$ cat src/rtl/tsp_tour_eval_if.sv
// Handshake and RAM-port bundle between the TSP solver and the tour evaluator.
// The master side is the solver (start, RAM read data); the slave side is the evaluator.
interface tsp_tour_eval_if #(
  parameter int IDX_W   = 6,
  parameter int COORD_W = 8,
  parameter int LEN_W   = 19
);
  logic               start;
  logic               busy;
  logic [IDX_W-1:0]   path_addr;
  logic [IDX_W-1:0]   path_data;
  logic [IDX_W-1:0]   coord_addr;
  logic [COORD_W-1:0] coord_x;
  logic [COORD_W-1:0] coord_y;
  logic               done;
  logic [LEN_W-1:0]   length;
  logic [LEN_W-1:0]   best_len;
  logic               best_valid;
  logic               improved;

  modport master (
    output start, path_data, coord_x, coord_y,
    input  busy, path_addr, coord_addr, done, length, best_len, best_valid, improved
  );

  modport slave (
    input  start, path_data, coord_x, coord_y,
    output busy, path_addr, coord_addr, done, length, best_len, best_valid, improved
  );
endinterface

$ cat src/rtl/tsp_tour_eval.sv
// Scores one closed TSP tour (Manhattan, saturating) in N+4 cycles from start; start is ignored while busy/finishing.
// Optional best-length tracking is enabled by defining TSP_EVAL_BEST_EN.
module tsp_tour_eval #(
  parameter int N       = 64,
  parameter int IDX_W   = 6,
  parameter int COORD_W = 8,
  parameter int LEN_W   = 19
) (
  input  logic           clk,
  input  logic           rst,
  tsp_tour_eval_if.slave bus
);

  typedef enum logic [1:0] {IDLE, RUN, DRAIN, FINISH} state_t;

  localparam logic [IDX_W:0] K_LAST = (IDX_W+1)'(N);

  state_t             state_q, state_d;
  logic [IDX_W:0]     k_q, k_d;
  logic               drain_q, drain_d;
  logic [IDX_W-1:0]   path_addr_q, path_addr_d;
  logic               pd_vld_q, pd_vld_d;
  logic               pd_first_q, pd_first_d;
  logic               cd_vld_q, cd_vld_d;
  logic               cd_first_q, cd_first_d;
  logic [COORD_W-1:0] prev_x_q, prev_x_d;
  logic [COORD_W-1:0] prev_y_q, prev_y_d;
  logic [LEN_W-1:0]   acc_q, acc_d;
  logic [LEN_W-1:0]   length_q, length_d;
  logic               busy_q, busy_d;
  logic               done_q, done_d;

  logic [COORD_W-1:0] dx, dy;
  logic [COORD_W:0]   term;
  logic [LEN_W:0]     sum;
  logic [LEN_W-1:0]   acc_step;

`ifdef TSP_EVAL_BEST_EN
  logic [LEN_W-1:0]   best_len_q, best_len_d;
  logic               best_valid_q, best_valid_d;
  logic               improved_q, improved_d;
`endif

  always_comb begin
    state_d     = state_q;
    k_d         = k_q;
    drain_d     = drain_q;
    path_addr_d = path_addr_q;
    prev_x_d    = prev_x_q;
    prev_y_d    = prev_y_q;
    acc_d       = acc_q;
    length_d    = length_q;
    busy_d      = busy_q;
    done_d      = 1'b0;
`ifdef TSP_EVAL_BEST_EN
    best_len_d   = best_len_q;
    best_valid_d = best_valid_q;
    improved_d   = 1'b0;
`endif

    // Two-stage lookup pipeline: path data, then coordinates.
    pd_vld_d   = (state_q == RUN);
    pd_first_d = (state_q == RUN) && (k_q == '0);
    cd_vld_d   = pd_vld_q;
    cd_first_d = pd_first_q;

    dx       = (bus.coord_x >= prev_x_q) ? bus.coord_x - prev_x_q : prev_x_q - bus.coord_x;
    dy       = (bus.coord_y >= prev_y_q) ? bus.coord_y - prev_y_q : prev_y_q - bus.coord_y;
    term     = {1'b0, dx} + {1'b0, dy};
    sum      = {1'b0, acc_q} + {{(LEN_W-COORD_W){1'b0}}, term};
    acc_step = sum[LEN_W] ? {LEN_W{1'b1}} : sum[LEN_W-1:0];

    if (cd_vld_q) begin
      prev_x_d = bus.coord_x;
      prev_y_d = bus.coord_y;
      if (!cd_first_q) acc_d = acc_step;
    end

    case (state_q)
      IDLE: begin
        if (bus.start) begin
          state_d     = RUN;
          k_d         = '0;
          path_addr_d = '0;
          acc_d       = '0;
          busy_d      = 1'b1;
        end
      end
      RUN: begin
        // Issue k = N re-reads path[0] to close the tour.
        if (k_q == K_LAST) begin
          state_d     = DRAIN;
          drain_d     = 1'b0;
          path_addr_d = '0;
        end else begin
          k_d         = k_q + 1'b1;
          path_addr_d = ((k_q + 1'b1) == K_LAST) ? '0 : k_q[IDX_W-1:0] + 1'b1;
        end
      end
      DRAIN: begin
        drain_d = 1'b1;
        if (drain_q) begin
          state_d  = FINISH;
          done_d   = 1'b1;
          busy_d   = 1'b0;
          length_d = acc_d;
`ifdef TSP_EVAL_BEST_EN
          if (!best_valid_q || acc_d < best_len_q) begin
            best_len_d   = acc_d;
            best_valid_d = 1'b1;
            improved_d   = 1'b1;
          end
`endif
        end
      end
      default: state_d = IDLE;
    endcase
  end

  always_ff @(posedge clk) begin
    if (rst) begin
      state_q      <= IDLE;
      k_q          <= '0;
      drain_q      <= 1'b0;
      path_addr_q  <= '0;
      pd_vld_q     <= 1'b0;
      pd_first_q   <= 1'b0;
      cd_vld_q     <= 1'b0;
      cd_first_q   <= 1'b0;
      prev_x_q     <= '0;
      prev_y_q     <= '0;
      acc_q        <= '0;
      length_q     <= '0;
      busy_q       <= 1'b0;
      done_q       <= 1'b0;
`ifdef TSP_EVAL_BEST_EN
      best_len_q   <= {LEN_W{1'b1}};
      best_valid_q <= 1'b0;
      improved_q   <= 1'b0;
`endif
    end else begin
      state_q      <= state_d;
      k_q          <= k_d;
      drain_q      <= drain_d;
      path_addr_q  <= path_addr_d;
      pd_vld_q     <= pd_vld_d;
      pd_first_q   <= pd_first_d;
      cd_vld_q     <= cd_vld_d;
      cd_first_q   <= cd_first_d;
      prev_x_q     <= prev_x_d;
      prev_y_q     <= prev_y_d;
      acc_q        <= acc_d;
      length_q     <= length_d;
      busy_q       <= busy_d;
      done_q       <= done_d;
`ifdef TSP_EVAL_BEST_EN
      best_len_q   <= best_len_d;
      best_valid_q <= best_valid_d;
      improved_q   <= improved_d;
`endif
    end
  end

  assign bus.busy       = busy_q;
  assign bus.done       = done_q;
  assign bus.length     = length_q;
  assign bus.path_addr  = path_addr_q;
  // The coordinate address is the path RAM output itself, so no extra cycle is spent.
  assign bus.coord_addr = pd_vld_q ? bus.path_data : '0;

`ifdef TSP_EVAL_BEST_EN
  assign bus.best_len   = best_len_q;
  assign bus.best_valid = best_valid_q;
  assign bus.improved   = improved_q;
`else
  assign bus.best_len   = {LEN_W{1'b1}};
  assign bus.best_valid = 1'b0;
  assign bus.improved   = 1'b0;
`endif

endmodule
$ cat src/flat_wrapper.sv
// flat-port wrapper written by rule: the top's interface ports become plain ports
module tsp_tour_eval_flat 
#(
  parameter int N       = 64,
  parameter int IDX_W   = 6,
  parameter int COORD_W = 8,
  parameter int LEN_W   = 19
)
  (clk, rst, bus_start, bus_path_data, bus_coord_x, bus_coord_y, bus_busy, bus_path_addr, bus_coord_addr, bus_done, bus_length, bus_best_len, bus_best_valid, bus_improved);
  tsp_tour_eval_if #(.IDX_W(IDX_W), .COORD_W(COORD_W), .LEN_W(LEN_W)) bus_i ();
  input  logic clk;
  input  logic rst;
  input wire logic [$bits(bus_i.start)-1:0] bus_start;
  input wire logic [$bits(bus_i.path_data)-1:0] bus_path_data;
  input wire logic [$bits(bus_i.coord_x)-1:0] bus_coord_x;
  input wire logic [$bits(bus_i.coord_y)-1:0] bus_coord_y;
  output wire logic [$bits(bus_i.busy)-1:0] bus_busy;
  output wire logic [$bits(bus_i.path_addr)-1:0] bus_path_addr;
  output wire logic [$bits(bus_i.coord_addr)-1:0] bus_coord_addr;
  output wire logic [$bits(bus_i.done)-1:0] bus_done;
  output wire logic [$bits(bus_i.length)-1:0] bus_length;
  output wire logic [$bits(bus_i.best_len)-1:0] bus_best_len;
  output wire logic [$bits(bus_i.best_valid)-1:0] bus_best_valid;
  output wire logic [$bits(bus_i.improved)-1:0] bus_improved;
  assign bus_i.start = bus_start;
  assign bus_i.path_data = bus_path_data;
  assign bus_i.coord_x = bus_coord_x;
  assign bus_i.coord_y = bus_coord_y;
  assign bus_busy = bus_i.busy;
  assign bus_path_addr = bus_i.path_addr;
  assign bus_coord_addr = bus_i.coord_addr;
  assign bus_done = bus_i.done;
  assign bus_length = bus_i.length;
  assign bus_best_len = bus_i.best_len;
  assign bus_best_valid = bus_i.best_valid;
  assign bus_improved = bus_i.improved;
  tsp_tour_eval #(.N(N), .IDX_W(IDX_W), .COORD_W(COORD_W), .LEN_W(LEN_W)) u_core (.clk(clk), .rst(rst), .bus(bus_i));
endmodule
$ cat config.mk
export PLATFORM = sky130hd
export DESIGN_NAME = tsp_tour_eval_flat
export DESIGN_NICKNAME = d
export VERILOG_FILES = /design/src/rtl/tsp_tour_eval_if.sv /design/src/rtl/tsp_tour_eval.sv /design/src/flat_wrapper.sv
export SDC_FILE = /design/constraint.sdc
export NUM_CORES = 1
export LEC_CHECK = 0
export CAP_MARGIN = 15
export CORE_MARGIN = 2
export CORE_UTILIZATION = 59
export CTS_CLUSTER_DIAMETER = 100
export DETAILED_ROUTE_END_ITERATION = 7
export PLACE_DENSITY = 0.86
export SLEW_MARGIN = 10
export SYNTH_ARGS = -nofsm -noshare
export SYNTH_HDL_FRONTEND = slang
export SYNTH_SLANG_ARGS = --single-unit
$ cat constraint.sdc
create_clock -name clk -period 14.05 [get_ports clk]
set_input_delay 1.405 -clock clk [delete_from_list [all_inputs] [get_ports clk]]
set_output_delay 1.405 -clock clk [all_outputs]
set_load 0.02 [all_outputs]
### After elaboration in Yosys (flattened, before gate mapping)

Cells that the tools add are included.

| storage, ports and cells | value |
|---|---|
| bits in writable memories | 0 |
| input bits | 25 |
| logic and storage cells | 71 |
| memories kept | 0 |
| output and inout port bits | 54 |
| ROM bits | 0 |
| register bits | 76 |
| bits in latches | 0 |

| operators by class | value |
|---|---|
| add/subtract/negate cells | 8 |
| multipliers | 0 |
| bitwise operators | 1 |
| divide/modulo/power cells | 0 |
| mux-type cells | 25 |
| equal/unequal tests | 8 |
| reduce and logical (&&, ||, !) cells | 13 |
| shift operators | 0 |
| $lt $le $gt $ge | 2 |

Operators with widths:

| cell | count |
|---|---|
| $mux 19 | 5 |
| $sub 8x8->8 | 4 |
| $mux 6 | 4 |
| $add 19x9->20 | 1 |
| $ge 8x8->1 | 2 |
| $mux 8 | 2 |
| $eq 7x7->1 const B | 2 |
| $mux 7 | 2 |
| $pmux 7 s2 | 1 |
| $pmux 6 s2 | 1 |
| $add 8x8->9 | 1 |
| $reduce_and 3->1 | 3 |
| $add 7x1->7 const B | 1 |
| $logic_not 7->1 | 1 |
| $add 6x1->6 const B | 1 |
| $mux 2 | 3 |
| $ne 2x2->1 const B | 3 |
| $pmux 2 s3 | 1 |
| $reduce_and 2->1 | 3 |
| $reduce_bool 2->1 | 3 |
| $mux 1 | 4 |
| $pmux 1 s2 | 2 |
| $eq 2x1->1 const B | 1 |
| $eq 2x2->1 const B | 1 |
| other kinds (5) | 5 |

### Depth between registers and ports, before layout

| depth | value |
|---|---|
| depth in word-level cells | 9 |
| depth in mapped cells | 21 |
| mapped depth without buffers | 20 |

### Least setup slack after synthesis

OpenSTA, ideal clock, no wires.

| path | value |
|---|---|
| path kind | input -> register |
| start point | input bus_coord_y[0] |
| end point | register u_core.length_q[10], in the netlist u_core.bus.length[10] |
| data arrival time | 5.638 ns |
| stages on the path | 19 |
| library setup time | 0.101 ns |
| slack | 8.311 ns |
| buffers on the path | 0 |
| data required time | 13.949 ns |
| cell sequence | inv_1 ha_1 inv_1 fa_1 a21o_1 a2111oi_4 o21a_1 a2111oi_1 o41a_1 xor2_1 fa_1 inv_1 ha_1 o21ai_0 a211oi_2 o31ai_1 or2_2 and4_1 o41ai_1 |

| on the way | value |
|---|---|
| longest elaborated chain between the ends | 7 |

Ends and longest elaborated chain:

| item | line | source |
|---|---|---|
| start, declared | flat_wrapper.sv:16 | `input wire logic [$bits(bus_i.coord_y)-1:0] bus_coord_y;` |
| $sub 8x8->8 or $ge 8x8->1 (tied branches) | tsp_tour_eval.sv:68 | `dy = (bus.coord_y >= prev_y_q) ? bus.coord_y - prev_y_q : prev_y_q - bus.coord_y;` |
| $mux 8 (*) | tsp_tour_eval.sv:68 |  |
| $add 8x8->9 (*) | tsp_tour_eval.sv:69 | `term = {1'b0, dx} + {1'b0, dy};` |
| $add 19x9->20 (*) | tsp_tour_eval.sv:70 | `sum = {1'b0, acc_q} + {{(LEN_W-COORD_W){1'b0}}, term};` |
| $mux 19 (*) | tsp_tour_eval.sv:71 | `acc_step = sum[LEN_W] ? {LEN_W{1'b1}} : sum[LEN_W-1:0];` |
| $mux 19 (*) | tsp_tour_eval.sv:76 | `if (!cd_first_q) acc_d = acc_step;` |
| $mux 19 (*) | tsp_tour_eval.sv:73 | `if (cd_vld_q) begin` |
| end signal, assigned | tsp_tour_eval.sv:153 | `length_q <= length_d;` |
| end, declared | tsp_tour_eval.sv:29 | `logic [LEN_W-1:0] length_q, length_d;` |

Mark *: on every way between the ends. The rest lies on a longest branch, timed or not.
A chain may end at the register's enable or synchronous reset.

### Worst setup path after layout

| path | value |
|---|---|
| start point | input bus_coord_y[0] |
| end point | register u_core.length_q[14], in the netlist u_core.bus.length[14] |

The elaborated chain is that of the path after synthesis.

==> results.md <==
* Max rail drop VDD at 83.49 uV
* Post-Synth Adder-Cell Area at 15.50%
* Routed len/inst at 14.66 um
* Worst min path class: flip-flop to flip-flop
* Post-synthesis simple-gate area fraction at 16.65%
* GPL Wtd Cong at 0.9346
* Die Span Y at 98.15 um
* Most frequent CP cell: nor2_1
* Max Freq at 152.3 MHz
* CP bufs+invs at 3
* Slew headroom at 29.31%
* Port Buffers at 57
* Final Max Tran Viols at 0
* CTS buffer count at 9
* Post-synth ARST share at 0%
* YS warnings at 0
* Syn_area_per_cell at 8.449 sq um
* Dpl hpwl at 8.360 mm
* Via Count at 4401
* Initial Utilization at 60.27%
* Antenna-violating nets left at 0
* Clk sinks at 76
* Post-synthesis mux area share at 5.215%
* Detailed Routing Iterations Pass 1 at 5
* Ratio of final minimum period to clock period at 46.74%
* Yosys cell types at 66
* Final Hold Vio Count at 0
* Number of synthesized flops with an enable pin at 0
* Leak Pwr at 2.413 nW
* Max-Cap Viols at 0
* Largest family of logic cells by synthesized area: compound AO/OA/AOI/OAI gates
* Ys flop type: dfxtp_1
* CP required at 14260 ps
* H-Tree Depth at 3
* Pwr dens at 128.9 nW/um^2
* Crit-path max FO at 12
* Post-CTS setup buffer count at 0
* Count of final setup violators at 0
* Synthesis-stage register bit count at 76
* Post-Route WL at 11.40 mm
* Die W at 98.15 um
* Status: finished, final reports clean
* DIE AREA at 9633 sq um
* DRC Markers at 0
* Cell family with the largest share of critical-path delay: compound AO/OA/AOI/OAI gates
* Share of layout cells above drive strength 1 at 5.373%
* GRT Total Usage at 23.53%
* Clock Skews at 11.60 ps
* Worst skew pair latency at 360 ps
* Antenna violations before repair at 0
* Clock tree buffer depth at 2
* Vias in the first global route at 4229
* Ant diodes at 0
* Core box area at 8678 sq um
* Net count, final at 747
* CP max-delay cell: o31ai_2
* Compound-Gate Fraction of Synth Area at 20.48%
* Largest net degree at the start of global routing at 64
* Vias/cell at 5.657
* Worst-path clk slew at 80 ps
* RSZ-0062 raised after global routing: no
* Xor/xnor cell area share of the yosys netlist at 3.852%
* Critical path class: primary input to flip-flop
* Crit path arrival time at 6770 ps
* Num ports at 79
* TritonCTS clock tree: done
* Total grt overflow at 0
* Synth Instances at 619
* CTS resizes at 0
* Filler instances at 706
* Critical Path End Type: flip-flop
* CP startpoint kind: primary input
* Final Critical Period at 6567 ps
* Worst hold slack at 457.6 ps
* Share of the yosys chip area belonging to registers at 29.09%
* Area Growth Syn to Fin at 14.62%
* Hold buffers post-CTS at 0
* Most common cell after layout, fill and taps aside: dfxtp_1
* First-pass GRT wire length at 19.09 mm
* Most frequent cells in the layout: dfxtp_1 (76), nor2_1 (73), inv_1 (61)
* Worst Tran Pin Value at 1059 ps
* DRT iter0 DRCs at 189
* Rows at 34
* CTS root buffer: clkbuf_8
* Syn Std Cell Area at 5230 sq um
* Crit-path cells: clkdlybuf4s50_1 -> inv_1 -> ha_1 -> inv_1 -> fa_1 -> a21o_1 -> a2111oi_4 -> o21ai_2 -> a221oi_2 -> nor2_1 -> xor2_1 -> fa_1 -> ha_1 -> nor2b_1 -> o31a_1 -> o31ai_2 -> nor2_1 -> nor2_1 -> a211oi_1
* Total negative slack at 0 ps
* CP peak stage delay at 670 ps
## flip-flops by register name, summed over array words and instances, names as in the netlist
register,count
u_core.acc_q,19
u_core.cd_first_d,1
u_core.k_q,7
u_core.prev_x_q,8
u_core.cd_vld_q,1
u_core.bus.path_addr,6
u_core.bus.busy,1
u_core.cd_first_q,1
u_core.drain_q,1
u_core.bus.length,19
u_core.state_q,2
u_core.cd_vld_d,1
u_core.bus.done,1
u_core.prev_y_q,8
## per-layer routing
layer	track usage (%)	vias up	routed length (um)
met2	40.62	104	5488
met3	4.939	12	520
met5	0	-	0
met4	5.374	0	97
li1	-	2206	-
met1	30.44	2079	5295
## synth_stat cells, types with 14 or more instances
cell type   n  area, sq um
dfxtp_1    76         1521
a21oi_1    43        215.2
nor3_1     16        80.08
nand2_1    31        116.4
nand3_1    14        70.07
inv_1      61        229.0
buf_4      23        172.7
nor2_1     73        274.0
ha_1       44        550.5
mux2i_1    25        250.2
a21o_1     17        127.6
clkbuf_1   16        60.06
## logic make-up (layout without fill, tap and decap cells)
family | Yosys count | after routing
DFF | 76 | 76
buffers and inverters | 103 | 135
and+or+nand+nor | 182 | 182
AOI/OAI and AO/OA | 149 | 149
other | 2 | 21
adders and majority gates | 57 | 57
muxes | 27 | 27
xor gates and xnor gates | 23 | 23
## where the power goes
group	internal, mW	switching (mW)
logic	0.141	0.197
clock network	0.106	0.0874
registers	0.229	0.0133
## worst reg2reg max path: cells and delay by family, from the launching register on
family | cells | cell delay, ps
adder cells (fa/ha/maj) | 4 | 1360
buffers and inverters | 1 | 60
AND/OR/NAND/NOR | 4 | 810
flip-flops | 1 | 370
XOR/XNOR | 1 | 230
AO/OA/AOI/OAI | 7 | 2380
## area by class of cell
type / count / area [sq um] / area share, %
Clock buffer: 11 / 141.4 / 2.359
Clock inverter: 5 / 83.83 / 1.398
Timing Repair Buffer: 58 / 573.1 / 9.560
Tap cell: 108 / 135.1 / 2.254
Inverter: 61 / 229.0 / 3.820
Multi-Input combinational cell: 459 / 3311 / 55.23
Sequential cell: 76 / 1521 / 25.38
## worst paths after layout
kind	from	to	slack [ps]	cells past startpoint
hold reg to reg	u_core.bus.length[2]	u_core.bus.length[2]	460	2
setup reg to reg	u_core.prev_y_q[0]	u_core.bus.length[14]	8670	17
setup / recovery	bus_coord_y[0]	u_core.bus.length[14]	7480	19
hold / removal	u_core.bus.length[2]	u_core.bus.length[2]	460	2
## stage by stage
stage | util, % | power [mW] | instance area, sq um | std cells | setup WS [ps]
2_1_floorplan | - | 0.5052 | 5301 | 638 | 8311
3_3_place_gp | 66.42 | 0.5656 | 5764 | 762 | 7048
3_5_place_dp | 66.42 | 0.5770 | 5764 | 762 | 6788
4_1_cts | 69.02 | 0.7736 | 5989 | 778 | 7102
5_1_grt | 69.07 | 0.8238 | 5995 | 778 | 7061
6_report | 69.07 | 0.7730 | 5995 | 778 | 7483
No activity file was read; power rests on OpenSTA's default activity.
